==> src/rtl/reg_cmd_sequencer_pkg.sv <==
// rtl/reg_cmd_sequencer_pkg.sv - shared mode constants, FSM states and command type
package reg_seq_pkg;

  localparam logic [1:0] MODE_HOLD = 2'b00;
  localparam logic [1:0] MODE_INV  = 2'b01;
  localparam logic [1:0] MODE_SHR  = 2'b10;
  localparam logic [1:0] MODE_SHL  = 2'b11;

  typedef enum logic [1:0] {
    IDLE  = 2'd0,
    LOAD  = 2'd1,
    APPLY = 2'd2
  } seq_state_e;

  typedef struct packed {
    logic [3:0] data;
    logic [1:0] mode;
  } cmd_t;

  // Output of the downstream mode-select register for a given Q and mode.
  function automatic logic [3:0] reg_y(input logic [3:0] q, input logic [1:0] mode);
    case (mode)
      MODE_INV: reg_y = ~q;
      MODE_SHR: reg_y = {1'b0, q[3:1]};
      MODE_SHL: reg_y = {q[2:0], 1'b0};
      default:  reg_y = q;
    endcase
  endfunction

endpackage

==> src/rtl/reg_cmd_sequencer_if.sv <==
// rtl/reg_cmd_sequencer_if.sv - command valid/ready handshake bundle
interface reg_cmd_sequencer_if;

  logic       cmd_valid;
  logic       cmd_ready;
  logic [3:0] cmd_data;
  logic [1:0] cmd_mode;

  modport master (
    output cmd_valid,
    output cmd_data,
    output cmd_mode,
    input  cmd_ready
  );

  modport slave (
    input  cmd_valid,
    input  cmd_data,
    input  cmd_mode,
    output cmd_ready
  );

endinterface

==> src/rtl/reg_cmd_sequencer_fifo.sv <==
// rtl/reg_cmd_sequencer_fifo.sv - synchronous command FIFO with flush
module cmd_fifo #(
  parameter int DEPTH = 4,
  parameter int W     = 6
) (
  input  logic         CLK,
  input  logic         RESET,
  input  logic         i_flush,
  input  logic         i_push,
  input  logic [W-1:0] i_data,
  input  logic         i_pop,
  output logic [W-1:0] o_data,
  output logic         o_full,
  output logic         o_empty
);

  localparam int AW = $clog2(DEPTH);

  logic [AW:0]  r_wr_ptr;
  logic [AW:0]  r_rd_ptr;
  logic [W-1:0] r_mem [DEPTH];
  logic         w_push;
  logic         w_pop;

  // Full refuses a push even when a pop happens on the same edge; flush discards both.
  assign w_push  = i_push && !o_full && !i_flush;
  assign w_pop   = i_pop && !o_empty && !i_flush;
  assign o_full  = (r_wr_ptr[AW] != r_rd_ptr[AW]) && (r_wr_ptr[AW-1:0] == r_rd_ptr[AW-1:0]);
  assign o_empty = (r_wr_ptr == r_rd_ptr);
  assign o_data  = r_mem[r_rd_ptr[AW-1:0]];

  // Pointer update; flush empties the queue by catching the read pointer up.
  always_ff @(posedge CLK or posedge RESET) begin
    if (RESET) begin
      r_wr_ptr <= '0;
      r_rd_ptr <= '0;
    end else if (i_flush) begin
      r_rd_ptr <= r_wr_ptr;
    end else begin
      if (w_push) r_wr_ptr <= r_wr_ptr + (AW+1)'(1);
      if (w_pop)  r_rd_ptr <= r_rd_ptr + (AW+1)'(1);
    end
  end

  // Storage write; contents need no reset since the pointers gate visibility.
  always_ff @(posedge CLK) begin
    if (w_push) r_mem[r_wr_ptr[AW-1:0]] <= i_data;
  end

endmodule

==> src/rtl/reg_cmd_sequencer.sv <==
// rtl/reg_cmd_sequencer.sv - load-then-dwell command sequencer for the mode-select register
module reg_cmd_sequencer
  import reg_seq_pkg::*;
#(
  parameter int DWELL      = 4,
  parameter int FIFO_DEPTH = 4
) (
  input  logic                CLK,
  input  logic                RESET,
  input  logic                flush,
  reg_cmd_sequencer_if.slave  cmd_if,
  output logic [3:0]          D,
  output logic [1:0]          S,
  output logic                busy,
  output logic                done
);

  localparam int             CW       = $clog2(DWELL + 1);
  localparam logic [CW-1:0]  CNT_LOAD = CW'(DWELL - 1);

  seq_state_e    r_state, w_state_nxt;
  logic [3:0]    r_d, w_d_nxt;
  logic [1:0]    r_s, w_s_nxt;
  logic [1:0]    r_mode, w_mode_nxt;
  logic [CW-1:0] r_cnt, w_cnt_nxt;
  logic          w_pop;
  logic          w_done;
  logic          w_full;
  logic          w_empty;
  logic [5:0]    w_rd_data;
  cmd_t          w_head;
  cmd_t          w_push_cmd;

  assign w_push_cmd = '{data: cmd_if.cmd_data, mode: cmd_if.cmd_mode};
  assign w_head     = cmd_t'(w_rd_data);

  cmd_fifo #(
    .DEPTH (FIFO_DEPTH),
    .W     (6)
  ) u_fifo (
    .CLK     (CLK),
    .RESET   (RESET),
    .i_flush (flush),
    .i_push  (cmd_if.cmd_valid),
    .i_data  (w_push_cmd),
    .i_pop   (w_pop),
    .o_data  (w_rd_data),
    .o_full  (w_full),
    .o_empty (w_empty)
  );

  // Next-state and next-output decode; flush overrides every transition.
  always_comb begin
    w_state_nxt = r_state;
    w_d_nxt     = r_d;
    w_s_nxt     = r_s;
    w_mode_nxt  = r_mode;
    w_cnt_nxt   = r_cnt;
    w_pop       = 1'b0;
    w_done      = 1'b0;
    if (flush) begin
      w_state_nxt = IDLE;
      w_s_nxt     = MODE_HOLD;
    end else begin
      case (r_state)
        IDLE: begin
          w_s_nxt = MODE_HOLD;
          if (!w_empty) begin
            w_pop       = 1'b1;
            w_d_nxt     = w_head.data;
            w_mode_nxt  = w_head.mode;
            w_state_nxt = LOAD;
          end
        end
        LOAD: begin
          w_s_nxt     = r_mode;
          w_cnt_nxt   = CNT_LOAD;
          w_state_nxt = APPLY;
        end
        APPLY: begin
          if (r_cnt != '0) begin
            w_cnt_nxt = r_cnt - CW'(1);
          end else begin
            w_done  = 1'b1;
            w_s_nxt = MODE_HOLD;
            if (!w_empty) begin
              w_pop       = 1'b1;
              w_d_nxt     = w_head.data;
              w_mode_nxt  = w_head.mode;
              w_state_nxt = LOAD;
            end else begin
              w_state_nxt = IDLE;
            end
          end
        end
        default: begin
          w_state_nxt = IDLE;
          w_s_nxt     = MODE_HOLD;
        end
      endcase
    end
  end

  // State, dwell counter and registered D/S outputs.
  always_ff @(posedge CLK or posedge RESET) begin
    if (RESET) begin
      r_state <= IDLE;
      r_d     <= '0;
      r_s     <= MODE_HOLD;
      r_mode  <= MODE_HOLD;
      r_cnt   <= '0;
    end else begin
      r_state <= w_state_nxt;
      r_d     <= w_d_nxt;
      r_s     <= w_s_nxt;
      r_mode  <= w_mode_nxt;
      r_cnt   <= w_cnt_nxt;
    end
  end

  assign D                = r_d;
  assign S                = r_s;
  assign done             = w_done;
  assign busy             = (r_state != IDLE) || !w_empty;
  assign cmd_if.cmd_ready = !w_full;

endmodule
==> src/flat_wrapper.sv <==
// flat-port wrapper written by rule: the top's interface ports become plain ports
module reg_cmd_sequencer_flat import reg_seq_pkg::*;
#(
  parameter int DWELL      = 4,
  parameter int FIFO_DEPTH = 4
)
  (CLK, RESET, flush, D, S, busy, done, cmd_if_cmd_valid, cmd_if_cmd_data, cmd_if_cmd_mode, cmd_if_cmd_ready);
  reg_cmd_sequencer_if cmd_if_i ();
  input  logic CLK;
  input  logic RESET;
  input  logic flush;
  output logic [3:0] D;
  output logic [1:0] S;
  output logic busy;
  output logic done;
  input wire logic [$bits(cmd_if_i.cmd_valid)-1:0] cmd_if_cmd_valid;
  input wire logic [$bits(cmd_if_i.cmd_data)-1:0] cmd_if_cmd_data;
  input wire logic [$bits(cmd_if_i.cmd_mode)-1:0] cmd_if_cmd_mode;
  output wire logic [$bits(cmd_if_i.cmd_ready)-1:0] cmd_if_cmd_ready;
  assign cmd_if_i.cmd_valid = cmd_if_cmd_valid;
  assign cmd_if_i.cmd_data = cmd_if_cmd_data;
  assign cmd_if_i.cmd_mode = cmd_if_cmd_mode;
  assign cmd_if_cmd_ready = cmd_if_i.cmd_ready;
  reg_cmd_sequencer #(.DWELL(DWELL), .FIFO_DEPTH(FIFO_DEPTH)) u_core (.CLK(CLK), .RESET(RESET), .flush(flush), .cmd_if(cmd_if_i), .D(D), .S(S), .busy(busy), .done(done));
endmodule
==> config.mk <==
export PLATFORM = sky130hd
export DESIGN_NAME = reg_cmd_sequencer_flat
export DESIGN_NICKNAME = d
export VERILOG_FILES = /design/src/rtl/reg_cmd_sequencer_pkg.sv /design/src/rtl/reg_cmd_sequencer_if.sv /design/src/rtl/reg_cmd_sequencer_fifo.sv /design/src/rtl/reg_cmd_sequencer.sv /design/src/flat_wrapper.sv
export SDC_FILE = /design/constraint.sdc
export NUM_CORES = 1
export LEC_CHECK = 0
export ABC_AREA = 1
export CORE_ASPECT_RATIO = 1.4
export CORE_MARGIN = 3
export CORE_UTILIZATION = 60
export DETAILED_ROUTE_END_ITERATION = 10
export GPL_TIMING_DRIVEN = 0
export PLACE_DENSITY = 0.83
export SLEW_MARGIN = 20
export SYNTH_ARGS = -nofsm -noshare
export SYNTH_HDL_FRONTEND = slang
export SYNTH_SLANG_ARGS = --single-unit
export TNS_END_PERCENT = 50
==> constraint.sdc <==
create_clock -name CLK -period 2.6 [get_ports CLK]
set_input_delay 0.78 -clock CLK [delete_from_list [all_inputs] [get_ports CLK]]
set_output_delay 0.78 -clock CLK [all_outputs]
set_load 0.005 [all_outputs]
=== Word-level counts from Yosys, hierarchy flattened ===
Memories as Yosys holds them, arrays and structs flattened.
Index checks and enable logic that the tools add are counted.
Widths: inputs -> output; s select.

* Register bits: 19
* RAM bits: 24
* Output and inout port bits: 9
* Memories kept: 1

* Add/sub/neg operators: 3
* Equality and inequality tests: 9
* Multiplexer cells: 27
* Bitwise operators: 1
* Reduce and logical (&&, ||, !) cells: 19

{| class="wikitable"
|+ Memories
! memory !! depth !! bits a word !! rd ports !! clocked after memory_dff !! write ports !! line !! text
|-
| u_core.u_fifo.r_mem || 4 || 6 || 1 || 0 || 1 || reg_cmd_sequencer_fifo.sv:21 || <nowiki>logic [W-1:0] r_mem [DEPTH];</nowiki>
|}

{| class="wikitable"
|+ Operators by type and width
! operator !! count
|-
| $mux 2 || 7
|-
| $mux 1 || 9
|-
| $mux 3 || 3
|-
| $mux 4 || 2
|-
| $pmux 2 s2 || 2
|-
| $pmux 4 s2 || 1
|-
| $reduce_bool 2->1 || 4
|-
| $add 3x1->3 const B || 2
|-
| $ne 3x3->1 const B || 2
|-
| $pmux 2 s3 || 1
|-
| $pmux 3 s2 || 1
|-
| $reduce_and 3->1 || 2
|-
| $logic_and 1x1->1 || 5
|-
| $reduce_and 2->1 || 2
|-
| $eq 3x3->1 || 1
|-
| $logic_not 1->1 || 3
|-
| $reduce_bool 3->1 || 1
|-
| $sub 3x1->3 const B || 1
|-
| $eq 2x1->1 const B || 1
|-
| $eq 2x2->1 || 1
|-
| $eq 2x2->1 const B || 1
|-
| $logic_not 2->1 || 1
|-
| $ne 2x1->1 const B || 1
|-
| $ne 2x2->1 const B || 1
|-
| 4 further kinds || 4
|}

=== Depth between registers and ports, before layout ===
* Word-level depth: 9
* Depth in mapped cells: 10

=== By module ===
Synthesis repeated with hierarchy kept, for this count alone.

* Cells, all modules: 202
* Area total of the unflattened synthesis: 2037.0 um2

{| class="wikitable"
|+ By module, submodules not included
! module !! instances !! cells an instance !! area an instance (um2) !! seq. area each (um2)
|-
| cmd_fifo || 1 || 127 || 1406.3 || 870.8
|-
| reg_cmd_sequencer || 1 || 75 || 630.6 || 325.3
|}

=== Worst setup path after synthesis ===
OpenSTA, ideal clock, no wires.

* Path type: input port to output port
* Start point: input flush
* End point: output done
* Arrival: 1.087 ns
* Setup slack: 0.733 ns
* Stages: 1
* Buffers on the path: 0
* Path through: nor4_1

* Longest elaborated chain between the ends: 1

{| class="wikitable"
|+ RTL lines
! item !! line !! text
|-
| from (decl) || flat_wrapper.sv:11 || <nowiki>input logic flush;</nowiki>
|-
| $mux 1 || reg_cmd_sequencer.sv:61 || <nowiki>if (flush) begin</nowiki>
|-
| to (decl) || flat_wrapper.sv:15 || <nowiki>output logic done;</nowiki>
|}

Every way passes these cells.

=== Final worst setup path ===
* Start point: register u_core.u_fifo.r_rd_ptr[0]
* End point: output busy

* Longest elaborated chain between the ends: 3

{| class="wikitable"
|+ RTL lines
! item !! line !! text
|-
| from (decl) || reg_cmd_sequencer_fifo.sv:20 || <nowiki>logic [AW:0] r_rd_ptr;</nowiki>
|-
| from (signal assigned) || reg_cmd_sequencer_fifo.sv:38 || <nowiki>r_rd_ptr <= r_wr_ptr;</nowiki>
|-
| from (signal assigned) || reg_cmd_sequencer_fifo.sv:41 || <nowiki>if (w_pop) r_rd_ptr <= r_rd_ptr + (AW+1)'(1);</nowiki>
|-
| $eq 3x3->1 || reg_cmd_sequencer_fifo.sv:29 || <nowiki>assign o_empty = (r_wr_ptr == r_rd_ptr);</nowiki>
|-
| $logic_not 1->1 || -- ||
|-
| $logic_or 1x1->1 || reg_cmd_sequencer.sv:124 || <nowiki>assign busy = (r_state != IDLE) || !w_empty;</nowiki>
|-
| to (decl) || flat_wrapper.sv:14 || <nowiki>output logic busy;</nowiki>
|}

Every way passes these cells.

==> qor.csv <==
stage,metric,value,unit
timing,Fmax,0.403,GHz
timing,Pins Over Slew Limit,0,
synth,Adder-Cell Fraction of Synth Area,4.57,%
finish,share of cells above drive strength 1,15.7,%
placement,dpl hpwl,2530,µm
cts,CTS tree,done,
drt,Final ANT Viol Nets,0,
synth,Compound-Gate Fraction of Synth Area,7.84,%
setup_path,Setup crit end kind,output pin,
drt,met2 wire length,2000,µm
cts,CTS root buffer,clkbuf_8,
drt,Detailed Route WL,3730,µm
synth,Synth cell types,24,
die,Top Ports,19,
global_routing,global route total overflow,0,
die,# rows,23,
timing,Fin. Hold Viols,0,
cts,htree depth,2,
synth,largest family of logic cells by synthesized area,simple AND/OR/NAND/NOR gates,
cts,Worst-path clk slew,0.08,ns
drt,DR WL met3,194,µm
setup_path,max incr delay on CP,0.46,ns
finish,P&R area growth vs syn,20.4,%
timing,# setup viols final,0,
cts,CTS sink cnt,43,
pwr,Final Power,2.49,mW
cts,Num CTS Buffers,5,
finish,Finished Cell Area,2310,µm²
global_routing,first-pass GRT wire length,5780,µm
synth,Synth Area in XOR/XNOR,0.914,%
global_routing,vias in the first global route,1418,
drt,Top Layer Used,met4,
setup_path,Worst Path Required,1.82,ns
setup_path,Setup Crit Path Kind,reg -> out,
timing,Tmin final,2.48,ns
placement,Final Wtd Congestion,0.741,
setup_path,CP max FO,6,
synth,"FF+latch count, synth",43,
finish,final core utilization,77.8,%
die,Die X,53.8,µm
setup_path,FF-to-FF setup slack,0.78,ns
die,die area,3920,µm²
die,Die H,72.9,µm
finish,multi-input logic area,611,µm²
setup_path,startpoint types,flop,
finish,register area,1200,µm²
drt,via count,1421,
pwr,pwr dens,1080,nW/µm²
finish,fillcell total,179,
setup_path,critical path's slowest cell,dfrtp_2,
global_routing,initial antenna violation count,0,
drt,DRC viols,0,
synth,synth warn,0,
drt,DR vias/cell,5.59,
timing,worst hold slack,0.485,ns
drt,DR iter-0 viols,60,
outcome,status,"complete, no violations",
timing,total negative setup slack,0,ns
cts,"Hold-fix buffers, CTS",0,
synth,mapped cell area,1920,µm²
setup_path,Worst EP arrival,1.70,ns
global_routing,pin count of the biggest net entering global routing,20,
finish,final-stage net count,233,
finish,antenna diode count,0,
global_routing,GRT Total Usage,21.0,%
synth,gate count after technology mapping,185,
drt,Avg WL per Cell,14.7,µm
drt,TritonRoute pass-1 iters,4,
timing,Slew headroom,53.6,%
run,max-cap violations,0,
synth,simple-gate portion of the synthesized area,18.4,%
die,total core area,2960,µm²
synth,synthesized area per cell,10.4,µm²
pwr,static leakage,1.01,nW
drt,met1 WL,1460,µm
die,Initial Util,64.6,%
placement,Setup Slack @ Placement,-0.373,ns
placement,dpl cells,240,
synth,sequential cell area fraction in the yosys report,62.4,%
synth,mux share of post-synthesis cell area,0,%
placement,placed instance area,2140,µm²
finish,Post-Layout Cell Count,254,
timing,post-route worst setup slack,0.117,ns
timing,Clock Skew,0.00874,ns
pwr,Max VDD drop,0.896,mV
timing,Least-Margin Pin Slew,0.696,ns
min_path,Hold WC Path Type,reg -> reg,
placement,# port buffers,18,
setup_path,crit path cell chain,"inv_2, nand2_1, nand2_2, nand3_2, nand3b_1, clkdlybuf4s50_1",
cts,Max Root-Sink Buffers,2,
synth,syn_nets,202,
cts,Worst-Skew Late Latency,0.30,ns
timing,fin crit share,95.5,%
-- synthesized netlist by cell type, drive strengths merged --
cell | n | area, µm²
dfrtp | 19 | 475
o21ai | 17 | 85.1
xnor2 | 1 | 8.76
nor2 | 18 | 67.6
a22oi | 1 | 7.51
nand2 | 49 | 199
edfxtp | 24 | 721
nand3b | 1 | 7.51
inv | 24 | 90.1
o22ai | 7 | 43.8
nand3 | 8 | 45.0
nand4 | 2 | 27.5
ha | 7 | 87.6
a21oi | 2 | 13.8
buf | 3 | 21.3
xor2 | 1 | 8.76
nor4 | 1 | 6.26
-- worst max-delay path, delay by kind of cell (launching register included) --
kind	cells	cell delay (ns)
AND/OR/NAND/NOR	4	0.42
flip-flops	1	0.46
buffers and inverters	2	0.53
-- cell type report --
| cell class | instances | area share, % |
|---|---|---|
| Timing Repair Buffer | 24 | 9.66 |
| Clock buffer | 5 | 2.98 |
| Clock inverter | 3 | 1.90 |
| Tap cell | 37 | 2.01 |
| Sequential cell | 43 | 52.0 |
| Buffer | 3 | 0.922 |
| Multi-Input combinational cell | 115 | 26.5 |
| Inverter | 24 | 4.02 |
-- where the power goes --
part           internal [mW]  leakage (nW)  switching, mW  total (mW)
registers              0.897         0.451          0.125        1.02
clock network          0.285        0.0543          0.219       0.504
logic                  0.411         0.510          0.554       0.965
total                   1.59          1.01          0.898        2.49
-- cells by family (layout without fill, tap and decap cells) --
kind of cell               Yosys count  in the layout
AOI/OAI and AO/OA                   27             27
and+or+nand+nor                     79             79
buffers and inverters               27             59
DFF                                 43             43
xor gates and xnor gates             2              2
adders and majority gates            7              7
-- repair_timing --
item                                    CTS  global route
buffers inserted                          0             6
gates resized for setup                   4             5
endpoints found under the setup margin    2             2
cloned                                    0             0
pin swaps                                 1             0
-- routing by layer --
layer  GRT usage (%)  vias up
li1                -      674
met1            20.8      693
met2            37.3       47
met3            6.75        7
met4            10.5        0
met5               0        -
-- registers in the layout, indices dropped and copies added, names as in the netlist --
register / count
u_core.r_state: 2
u_core.D: 4
u_core.r_cnt: 3
u_core.u_fifo.r_wr_ptr: 3
u_core.u_fifo.r_rd_ptr: 3
u_core.u_fifo.r_mem: 24
u_core.r_mode: 2
u_core.S: 2
-- final timing paths --
check | startpoint | to | depth (start not counted)
max in group asynchronous | RESET | u_core.u_fifo.r_rd_ptr[0] | 2
worst min-delay path | u_core.D[0] | u_core.D[0] | 2
worst min register to register | u_core.D[0] | u_core.D[0] | 2
min in group asynchronous | RESET | u_core.u_fifo.r_wr_ptr[2] | 2
worst max-delay path | u_core.u_fifo.r_rd_ptr[0] | busy | 6
worst max register to register | u_core.u_fifo.r_wr_ptr[1] | u_core.u_fifo.r_mem[3][0] | 6
-- placed cells by master, fill, tap and decap left out, drive strengths merged, types with 5 or more instances in the layout --
cell type      synthesis  final
o22ai                  7      7
nand3                  8      8
clkbuf                 0      5
o21ai                 17     17
nor2                  18     18
buf                    3      9
inv                   24     24
edfxtp                24     24
dfrtp                 19     19
nand2                 49     49
ha                     7      7
clkdlybuf4s50          0     16
(Power assumes the default switching activity.)
